[config.mk]
export PLATFORM = sky130hd
export DESIGN_NAME = fact_accel_flat
export DESIGN_NICKNAME = d
export VERILOG_FILES = /design/src/rtl/fact_accel_if.sv /design/src/rtl/fact_accel.sv /design/src/flat_wrapper.sv
export SDC_FILE = /design/constraint.sdc
export NUM_CORES = 1
export LEC_CHECK = 0
export ABC_AREA = 1
export BUFFER_PORTS_ARGS = -buffer_cell sky130_fd_sc_hd__buf_2
export CAP_MARGIN = 20
export CORE_MARGIN = 5
export CORE_UTILIZATION = 49
export CTS_CLUSTER_DIAMETER = 50
export DETAILED_ROUTE_END_ITERATION = 6
export PLACE_DENSITY_LB_ADDON = 0.08
export SYNTH_ARGS = -nofsm -noshare
export SYNTH_HDL_FRONTEND = slang
export SYNTH_SLANG_ARGS = --single-unit
[constraint.sdc]
create_clock -name clk -period 4.1 [get_ports clk]
set_clock_uncertainty 0.15 [all_clocks]
set_input_delay 0.615 -clock clk [delete_from_list [all_inputs] [get_ports clk]]
set_output_delay 0.615 -clock clk [all_outputs]
set_load 0.005 [all_outputs]
[src/rtl/fact_accel_if.sv]
// Data-bus slave interface for the factorial accelerator:
// store strobe, word address and write data in; load data and done level out.
interface fact_accel_if #(
    parameter int unsigned WIDTH = 32
);
    logic             we;
    logic [1:0]       a;
    logic [WIDTH-1:0] wd;
    logic [WIDTH-1:0] rd;
    logic             irq_done;

    modport master (output we, a, wd, input rd, irq_done);
    modport slave  (input we, a, wd, output rd, irq_done);
endinterface

[src/rtl/fact_accel.sv]
// Memory-mapped iterative factorial accelerator.
// Register map: 0=N (RW), 1=GO (WO, reads 0), 2=STATUS {busy,err,done}, 3=RESULT.
// One multiply per clock while in CALC; n > MAX_N takes a single-cycle error path.
module fact_accel #(
    parameter int unsigned WIDTH = 32,
    parameter int unsigned NW    = 4,
    parameter int unsigned MAX_N = 12
) (
    input logic         clk,
    input logic         rst,
    fact_accel_if.slave bus
);

    typedef enum logic [1:0] {
        IDLE = 2'd0,
        CALC = 2'd1,
        DONE = 2'd2
    } state_t;

    state_t           state_q, state_d;
    logic [NW-1:0]    n_q, n_d;
    logic [NW-1:0]    cnt_q, cnt_d;
    logic [WIDTH-1:0] prod_q, prod_d;
    logic [WIDTH-1:0] result_q, result_d;
    logic             done_q, done_d;
    logic             err_q, err_d;
    logic             busy_q, busy_d;

    logic             wr_n;
    logic             wr_go;
    logic [WIDTH-1:0] mul;

    assign wr_n  = bus.we && (bus.a == 2'd0);
    assign wr_go = bus.we && (bus.a == 2'd1) && bus.wd[0];

    // Low WIDTH bits of prod*cnt; cnt is zero-extended to WIDTH.
    assign mul = prod_q * {{(WIDTH-NW){1'b0}}, cnt_q};

    // State and datapath registers; reset wins over any same-cycle write.
    always_ff @(posedge clk) begin
        if (rst) begin
            state_q  <= IDLE;
            n_q      <= '0;
            cnt_q    <= '0;
            prod_q   <= '0;
            result_q <= '0;
            done_q   <= 1'b0;
            err_q    <= 1'b0;
            busy_q   <= 1'b0;
        end else begin
            state_q  <= state_d;
            n_q      <= n_d;
            cnt_q    <= cnt_d;
            prod_q   <= prod_d;
            result_q <= result_d;
            done_q   <= done_d;
            err_q    <= err_d;
            busy_q   <= busy_d;
        end
    end

    // Next-state and datapath update: N writes in any state, GO only outside CALC.
    always_comb begin
        state_d  = state_q;
        n_d      = n_q;
        cnt_d    = cnt_q;
        prod_d   = prod_q;
        result_d = result_q;
        done_d   = done_q;
        err_d    = err_q;
        busy_d   = busy_q;

        if (wr_n) begin
            n_d = bus.wd[NW-1:0];
        end

        case (state_q)
            IDLE, DONE: begin
                if (wr_go) begin
                    done_d = 1'b0;
                    if (32'(n_q) > MAX_N) begin
                        err_d    = 1'b1;
                        done_d   = 1'b1;
                        result_d = '0;
                        state_d  = DONE;
                    end else begin
                        err_d   = 1'b0;
                        busy_d  = 1'b1;
                        prod_d  = WIDTH'(1);
                        cnt_d   = n_q;
                        state_d = CALC;
                    end
                end
            end
            CALC: begin
                if (cnt_q <= NW'(1)) begin
                    result_d = prod_q;
                    done_d   = 1'b1;
                    busy_d   = 1'b0;
                    state_d  = DONE;
                end else begin
                    prod_d = mul;
                    cnt_d  = cnt_q - NW'(1);
                end
            end
            default: begin
                state_d = IDLE;
            end
        endcase
    end

    // Combinational read mux, no side effects.
    always_comb begin
        bus.rd = '0;
        case (bus.a)
            2'd0: bus.rd = {{(WIDTH-NW){1'b0}}, n_q};
            2'd1: bus.rd = '0;
            2'd2: bus.rd = {{(WIDTH-3){1'b0}}, busy_q, err_q, done_q};
            2'd3: bus.rd = result_q;
            default: bus.rd = '0;
        endcase
    end

    assign bus.irq_done = done_q;

endmodule
[src/flat_wrapper.sv]
// flat-port wrapper written by rule: the top's interface ports become plain ports
module fact_accel_flat 
#(
    parameter int unsigned WIDTH = 32,
    parameter int unsigned NW    = 4,
    parameter int unsigned MAX_N = 12
)
  (clk, rst, bus_we, bus_a, bus_wd, bus_rd, bus_irq_done);
  fact_accel_if #(.WIDTH(WIDTH)) bus_i ();
  input logic clk;
  input logic rst;
  input wire logic [$bits(bus_i.we)-1:0] bus_we;
  input wire logic [$bits(bus_i.a)-1:0] bus_a;
  input wire logic [$bits(bus_i.wd)-1:0] bus_wd;
  output wire logic [$bits(bus_i.rd)-1:0] bus_rd;
  output wire logic [$bits(bus_i.irq_done)-1:0] bus_irq_done;
  assign bus_i.we = bus_we;
  assign bus_i.a = bus_a;
  assign bus_i.wd = bus_wd;
  assign bus_rd = bus_i.rd;
  assign bus_irq_done = bus_i.irq_done;
  fact_accel #(.WIDTH(WIDTH), .NW(NW), .MAX_N(MAX_N)) u_core (.clk(clk), .rst(rst), .bus(bus_i));
endmodule
### Yosys cells after proc, flatten, opt, wreduce, memory -nomap -nowiden

Index checks and enable logic that the tools add are counted.

| cells by class | value |
|---|---|
| add/subtract/negate cells | 1 |
| $mul | 1 |
| equality and inequality tests | 10 |
| order comparisons | 2 |
| reduce and logical (&&, ||, !) cells | 13 |
| muxes and demuxes | 25 |

Operators by type and width:

| kind | number |
|---|---|
| $mux 32 | 6 |
| $pmux 32 s2 | 2 |
| $pmux 32 s4 | 1 |
| $mul 32x4->32 | 1 |
| $mux 4 | 3 |
| $reduce_and 4->1 | 3 |
| $pmux 4 s2 | 1 |
| $eq 2x2->1 const B | 3 |
| $mux 1 | 6 |
| $mux 2 | 3 |
| $ne 2x1->1 const B | 3 |
| $eq 2x1->1 const B | 2 |
| $gt 4x4->1 const B | 1 |
| $le 4x1->1 const B | 1 |
| $logic_not 2->1 | 2 |
| $ne 2x2->1 const B | 2 |
| $pmux 1 s2 | 2 |
| $pmux 2 s2 | 1 |
| $reduce_and 2->1 | 2 |
| $sub 4x1->4 const B | 1 |
| $logic_and 1x1->1 | 3 |
| $reduce_and 3->1 | 1 |
| $reduce_bool 2->1 | 1 |
| $reduce_or 2->1 | 1 |

| word-level totals | value |
|---|---|
| flip-flop bits (word level) | 77 |
| word-level logic and storage cells | 60 |

### Longest topological paths before layout

Gate-level depths: netlist (run 1).

| depth | value |
|---|---|
| word-level depth | 5 |
| mapped depth | 20 |
| depth with buffers taken out | 18 |

### Least setup slack after synthesis (run 1)

Ideal clock, no wire load.

| timing | value |
|---|---|
| path kind | register -> register |
| start | reg u_core.cnt_q[3] |
| end | reg u_core.prod_q[30] |
| cell stages (with the launch flop) | 17 |
| setup slack | 0.449 ns |
| arrival | 3.430 ns |
| path buffers | 2 |
| data required time | 3.880 ns |
| cells stage by stage | dfxtp_1 clkbuf_1 buf_1 nand2_1 fa_1 fa_1 inv_1 fa_1 nand3_1 nand3_1 nand3_1 nand3_1 nand2_1 nand2_1 nand2_1 nand3_1 a21oi_1 |

| on the way | value |
|---|---|
| word-level cells in the longest chain between the ends | 3 |
| elaborated cells on any way between the ends | 6 |

RTL lines:

| what | line | text |
|---|---|---|
| start, declared | fact_accel.sv:22 | `logic [NW-1:0] cnt_q, cnt_d;` |
| start signal, assigned | fact_accel.sv:53 | `cnt_q <= cnt_d;` |
| $mul 32x4->32 or $le 4x1->1 (tied branches) | fact_accel.sv:37, fact_accel.sv:96 |  |
| $mux 32 or $ne 2x2->1 (tied branches) | n/a |  |
| $pmux 32 s2 or $reduce_and 4->1 (tied branches) | n/a |  |
| end signal, assigned | fact_accel.sv:54 | `prod_q <= prod_d;` |
| end, declared | fact_accel.sv:23 | `logic [WIDTH-1:0] prod_q, prod_d;` |

Parallel ways exist; a longest one is shown, timed or not. The select of a mux whose other input is x is not followed.
A chain may end at the register's enable or synchronous reset.

### Final worst setup path (run 1)

| timing | value |
|---|---|
| start | reg u_core.cnt_q[1] |
| end | reg u_core.prod_q[29] |

The elaborated chain is that of the path after synthesis.

==> flow_summary.toml, run 1 <==
[synthesis]
synthCells = 1261
synth_flop_cell = "dfxtp_1"
synth-edff-count = 0
synth-seq-cells = 77
yosys-top-cells-area = "dfxtp_1 (20%), nand2_1 (18%), inv_1 (16%)"
yosys.area.top_type = "dfxtp_1"
synth_area_per_cell_um2 = 6.123
synth.distinct_cells = 29
syn-cell-area_um2 = 7721
synth.net_count = 1389
ys_async_sr_fraction_pct = 0
yosys_warnings = 0
yosysSeqAreaShare_pct = 19.96
synth.top_cell.area_share_pct = 19.96

[floorplan]
fp.dieH_um = 135.5
core_um2 = 15310
fp.dieW_um = 135.5
rows = 45
start_util_pct = 50.42
dieArea_um2 = 18370
ios = 70

[power_and_ir_drop]
irDropWorstVdd_v = 0.0002132
leakage_nw = 4.931
power.net_switching_mw = 0.5461
seq_power_share_pct = 43.6
p_clk_share_pct = 43.2
swShare_pct = 30.54
power_density_nw_per_um2 = 212.8
p_int_mw = 1.242
power_frac_comb_pct = 13.2

[cells_and_area]
seqCellArea_um2 = 1541
drive_above_1_share_pct = 6.434
final_common_cell = "nand2_1"
n_fill_cell = 1653
instances_no_fill = 1501
antenna_cells = 0
final_cell_mix = "nand2_1 (372), inv_1 (336), a21oi_1 (98), dfxtp_1 (77), nor2_1 (73)"
fin_nets = 1413
multi_input_area_um2 = 4723
area_growth_pct = 8.832

[placed_design]
io_buffers = 41
dpl.cell_count = 1485
dp_slack_ns = 0.3718
dpl.hpwl_um = 16100
place_congestion = 0.9507

[worst_hold_path]
holdCritStartpoint = "u_core.result_q[17]$_SDFFE_PP0P_"
min_path_type = "flip-flop to flip-flop"
min_path_cells = 2

[drt]
wire_per_inst_um = 13.60
avgViaCountPerCell = 4.890
drc = 0
drt_first_iter_violations = 341
dr.pass1.iters = 5
num_vias = 7340
drt-total-wl_um = 20410
ant_nets = 0

[grt]
grt_antenna_before_repair = 0
grt-ovfl-total = 0
grt_pass1_vias = 6993
track_usage_pct = 23.19
grt_pass1_wl_um = 34400
grt_max_degree = 43

[timing]
finalSetupViolCount = 0
setup_slack_ns = 0.3852
setup-tns-final_ns = 0
period_needed_ns = 3.715
max_slew.worst_pin.slew_ns = 0.8583
hold_violations = 0
post-route-period-util_pct = 90.61
max_freq_mhz = 269.2
grt_setup_unrepaired = "false"
slew_headroom_pct = 42.42
drv_slew = 0

[flow_run]
maxCapViolCount = 0

[clock_tree]
hold_buffers = 0
cts_setup_buffers = 0
post_cts_resized = 0
htreeDepth = 3
clkTransAtPathRegs_ns = 0.06
clock_sinks = 77
cts_tree = "yes"
cts_buffers = 9
clkLatencyLatePin_ns = 0.35
cts-root-buf = "clkbuf_16"
clockBufferDepth = 2

[critical_path]
cp-startpoint = "u_core.cnt_q[1]$_SDFFE_PP0P_"
arrival_ns = 3.78
worstPathRequired_ns = 4.16
cpMaxStageDelayCell = "fa_1"
critPathKind = "flip-flop to flip-flop"
r2r-start = "u_core.cnt_q[1]$_SDFFE_PP0P_"
end_kind = "flip-flop"
cp-start-kind = "flip-flop"
r2r_cells = 18
critPathMaxFanout = 19
cp_common_cell = "nand2_1"
path_cells = "buf_4, nand2_1, inv_1, fa_1, inv_1, fa_1, inv_1, ha_1, nand2_1, nor2_1, inv_1, nor2_1, and2_1, nand2_1, nand2_1, nand2_1, nand3_1, a21oi_1"
critical_path.max_stage_delay_ns = 0.54

[status]
outcome = "complete, no violations"
[per-stage QoR]
step | power (mW) | instance area, um^2 | util (%) | hold WS (ns)
floorplan | 0.9644 | 7721 | - | 0.2871
global placement | 1.036 | 8120 | 53.02 | 0.3036
detailed placement | 1.036 | 8120 | 53.02 | 0.3037
CTS | 1.813 | 8403 | 54.87 | 0.3161
global route | 1.867 | 8403 | 54.87 | 0.3310
finish | 1.788 | 8403 | 54.87 | 0.3120
[worst max-delay path, delay by kind of cell, from the launching register on]
kind                     cells  cell delay, ns
adder cells (fa/ha/maj)      3            1.39
AND/OR/NAND/NOR              9            1.11
buffers and inverters        5            0.46
flip-flops                   1            0.39
AO/OA/AOI/OAI                1            0.09
[synth_stat cells (2+ instances only)]
| master | count |
|---|---|
| a21oi_1 | 98 |
| nand3_1 | 66 |
| clkbuf_1 | 26 |
| nand3b_1 | 4 |
| a21o_1 | 4 |
| nand2_2 | 4 |
| o211ai_1 | 5 |
| nand2_1 | 372 |
| nor2_1 | 74 |
| ha_1 | 34 |
| buf_6 | 2 |
| or2_2 | 2 |
| nor3_1 | 8 |
| fa_1 | 57 |
| dfxtp_1 | 77 |
| nand4_1 | 9 |
| buf_2 | 8 |
| inv_1 | 336 |
| inv_2 | 5 |
| xor2_1 | 4 |
| a211oi_1 | 28 |
| and2_1 | 4 |
| buf_1 | 4 |
| o21ai_0 | 25 |
[flip-flops by register name (all words and copies together), names as in the netlist]
| name | cells |
|---|---|
| u_core.err_q | 1 |
| u_core.n_q | 4 |
| u_core.prod_q | 32 |
| u_core.cnt_q | 4 |
| u_core.busy_q | 1 |
| u_core.state_q | 2 |
| u_core.result_q | 32 |
| u_core.bus.irq_done | 1 |
[routing by layer]
metal	part of all wire, %	track usage, %
met5	0	0
met4	2.7	7.503
met3	2.5	2.972
met2	49	39.91
met1	46	30.21
[cell families (layout without fill, tap and decap cells)]
kind of cell,after synthesis,in the layout,synth area share (%)
flip-flops,77,77,19.96
adder cells (fa/ha/maj),91,91,20.29
XOR/XNOR,4,4,0.4537
AO/OA/AOI/OAI,163,163,11.91
buffers and inverters,382,411,18.89
AND/OR/NAND/NOR,544,544,28.49
[power groups by stage]
stage	logic [mW]	registers (mW)	clock network, mW
after global placement	0.238	0.797	0
after CTS	0.239	0.781	0.793
after detailed placement	0.238	0.798	0
after floorplan	0.169	0.795	0
after global routing	0.264	0.782	0.821
final	0.236	0.780	0.772
[path summary, 6_finish.rpt]
path	end	slack (ns)
max reg2reg	u_core.prod_q[29]$_SDFFE_PP0P_	0.39
min	u_core.result_q[17]$_SDFFE_PP0P_	0.31
max	u_core.prod_q[29]$_SDFFE_PP0P_	0.39
min reg2reg	u_core.result_q[17]$_SDFFE_PP0P_	0.31
[layout make-up]
type	instances	area share [%]
multi-input cells	802	56.21
flip-flops and latches	77	18.34
inverters	342	15.28
repair buffers	53	3.663
well taps	211	3.142
clock buffers	9	2.680
clock inverters	7	0.6849
(Power assumes the default switching activity.)
==> run 2, diff against run 1 <==
--- a/config.mk
+++ b/config.mk
@@ -8,10 +8,12 @@
 export ABC_AREA = 1
 export BUFFER_PORTS_ARGS = -buffer_cell sky130_fd_sc_hd__buf_2
 export CAP_MARGIN = 20
+export CORE_ASPECT_RATIO = 0.5
 export CORE_MARGIN = 5
 export CORE_UTILIZATION = 49
 export CTS_CLUSTER_DIAMETER = 50
 export DETAILED_ROUTE_END_ITERATION = 6
+export GPL_TIMING_DRIVEN = 0
 export PLACE_DENSITY_LB_ADDON = 0.08
 export SYNTH_ARGS = -nofsm -noshare
 export SYNTH_HDL_FRONTEND = slang
==> constraint.sdc (replaced) <==
create_clock -name clk -period 4.1 [get_ports clk]
set_clock_uncertainty 0.15 [all_clocks]
set_input_delay 0.615 -clock clk [delete_from_list [all_inputs] [get_ports clk]]
set_output_delay 0.615 -clock clk [all_outputs]
set_load 0.01 [all_outputs]
==> run 2 against run 1 <==
  * Sequential power grew 0.8%
  * Via count increased by 4.9%
  * Hold slack improved by 0.0022 ns
  * Worst setup slack worse by 0.22 ns
  * Global-route usage increased by 2.6 points
  * Highest routed layer unchanged
==> flow_summary.toml, run 2 (synthesis results as in run 1) <==
[cells_and_area]
area_growth_pct = 10.87
top_regs = "u_core.prod_q (32), u_core.result_q (32)"
final_cell_mix = "nand2_1 (371), inv_1 (336), a21oi_1 (98), dfxtp_1 (75), nor2_1 (71)"
fin_nets = 1440
drive_above_1_share_pct = 7.593
final_common_cell = "nand2_1"
n_fill_cell = 1601
fin_area_um2 = 8561
antenna_cells = 0

[floorplan]
dieArea_um2 = 18520
ios = 70
core_um2 = 15410
rows = 32
fp.dieH_um = 98.76
fp.dieW_um = 187.5
start_util_pct = 50.09

[critical_path]
critical_path_buf_inv_count = 5
cp-start-kind = "flip-flop"
critPathKind = "flip-flop to flip-flop"
critPathMaxFanout = 10
r2r_end = "u_core.prod_q[21]$_SDFFE_PP0P_"
cp_common_cell = "inv_1"
cpMaxStageDelayCell = "fa_1"
end_kind = "flip-flop"
r2r_cells = 17
worstPathRequired_ns = 4.15
arrival_ns = 3.99
r2r-start = "u_core.cnt_q[3]$_SDFFE_PP0P_"
critical_path.max_stage_delay_ns = 0.53
ff2ff_setup_slack_ns = 0.16
path_delay_family = "adder cells"
path_cells = "buf_2, nand2_1, inv_1, fa_1, inv_1, fa_1, inv_1, ha_1, nand2_1, nor2_1, inv_1, nor2_2, nand4_1, nand3_1, nand2_1, nand3_1, a21oi_1"
path_depth = 17

[drt]
avgViaCountPerCell = 5.060
wire_per_inst_um = 15.63
drt-total-wl_um = 23770
drt_first_iter_violations = 599
drc = 0
num_vias = 7697
ant_nets = 0
dr.pass1.iters = 5

[timing]
post-route-period-util_pct = 96.04
holdWs_ns = 0.3142
slew_headroom_pct = 50.45
hold_violations = 0
grt_setup_unrepaired = "true"
drv_slew = 0
setup_slack_ns = 0.1625
max_slew.worst_pin.slew_ns = 0.7433
finalSetupViolCount = 0
max_freq_mhz = 254.0
period_needed_ns = 3.938

[flow_run]
maxCapViolCount = 0

[clock_tree]
cts_buffers = 9
clkTransAtPathRegs_ns = 0.07
htreeDepth = 3
cts_tree = "yes"
clkLatencyLatePin_ns = 0.35
cts-root-buf = "clkbuf_16"
clock_sinks = 77
clockBufferDepth = 2
cts_setup_buffers = 0

[placed_design]
placed_area_um2 = 8177
dpl.hpwl_um = 19540
place_congestion = 0.9643
dp_slack_ns = -0.8589
io_buffers = 40

[worst_hold_path]
hold_end = "u_core.result_q[18]$_SDFFE_PP0P_"
min_path_cells = 2
min_path_type = "flip-flop to flip-flop"
holdCritStartpoint = "u_core.result_q[18]$_SDFFE_PP0P_"

[grt]
grt_max_degree = 17
grt_pass1_vias = 7014
grt_antenna_before_repair = 0
grt-ovfl-total = 0
grt_pass1_wl_um = 38010
track_usage_pct = 25.76

[power_and_ir_drop]
leakage_nw = 5.000
power_density_nw_per_um2 = 226.5
irDropWorstVdd_v = 0.0002029

[status]
outcome = "complete, no violations"
[run 2: worst max-delay path by stage]
stage	startpoint	endpoint
2_1_floorplan	u_core.cnt_q[3]$_SDFFE_PP0P_	u_core.prod_q[30]$_SDFFE_PP0P_
3_3_place_gp	u_core.cnt_q[3]$_SDFFE_PP0P_	u_core.prod_q[30]$_SDFFE_PP0P_
3_5_place_dp	u_core.cnt_q[3]$_SDFFE_PP0P_	u_core.prod_q[30]$_SDFFE_PP0P_
4_1_cts	u_core.cnt_q[3]$_SDFFE_PP0P_	u_core.prod_q[30]$_SDFFE_PP0P_
5_1_grt	u_core.cnt_q[3]$_SDFFE_PP0P_	u_core.prod_q[22]$_SDFFE_PP0P_
6_report	u_core.cnt_q[3]$_SDFFE_PP0P_	u_core.prod_q[21]$_SDFFE_PP0P_
[run 2: worst min-delay path, cell delays in order, from the launching register on]
cell	delay, ns
dfxtp_1	0.30
inv_1	0.06
a211oi_1	0.06
[run 2: cell type report]
cell class,instances,area (um^2),share of cell area (%)
Buffer,40,205.2,2.397
Clock buffer,9,225.2,2.631
Clock inverter,7,86.33,1.008
Inverter,342,1284,15.00
Multi-Input combinational cell,802,4761,55.61
Sequential cell,77,1544,18.04
Tap cell,204,255.2,2.982
Timing Repair Buffer,40,200.2,2.338
[run 2: stage by stage]
| step | setup TNS (ns) | util, % | std cells | power (mW) |
|---|---|---|---|---|
| after floorplan | 0 | - | 1261 | 0.9656 |
| after global placement | -9.573 | 53.04 | 1505 | 1.064 |
| after detailed placement | -11.13 | 53.04 | 1505 | 1.068 |
| after CTS | 0 | 55.23 | 1521 | 1.927 |
| after global routing | -0.002924 | 55.54 | 1521 | 2.012 |
| final | 0 | 55.54 | 1521 | 1.939 |
[run 2: power breakdown]
part / internal, mW / total [mW] / switching [mW]
Sequential: 0.768 / 0.786 / 0.0180
Clock: 0.487 / 0.870 / 0.383
Combinational: 0.0704 / 0.283 / 0.213
[run 2: metal layers]
metal  global-route usage, %  wire (um)  vias to the layer above
met1                   40.63      12260                     3572
met4                   5.130        355                        0
met3                   4.777       1830                       26
met2                   36.37       9317                      239
met5                       0          0                        -
li1                        -          -                     3860
[run 2: timing repair]
item	4_1_cts	5_1_grt
endpoints found under the hold margin	0	0
gates resized for setup	12	27
pin swaps	0	1
setup endpoints to repair	26	20
cloned	0	0
hold buffers	0	0
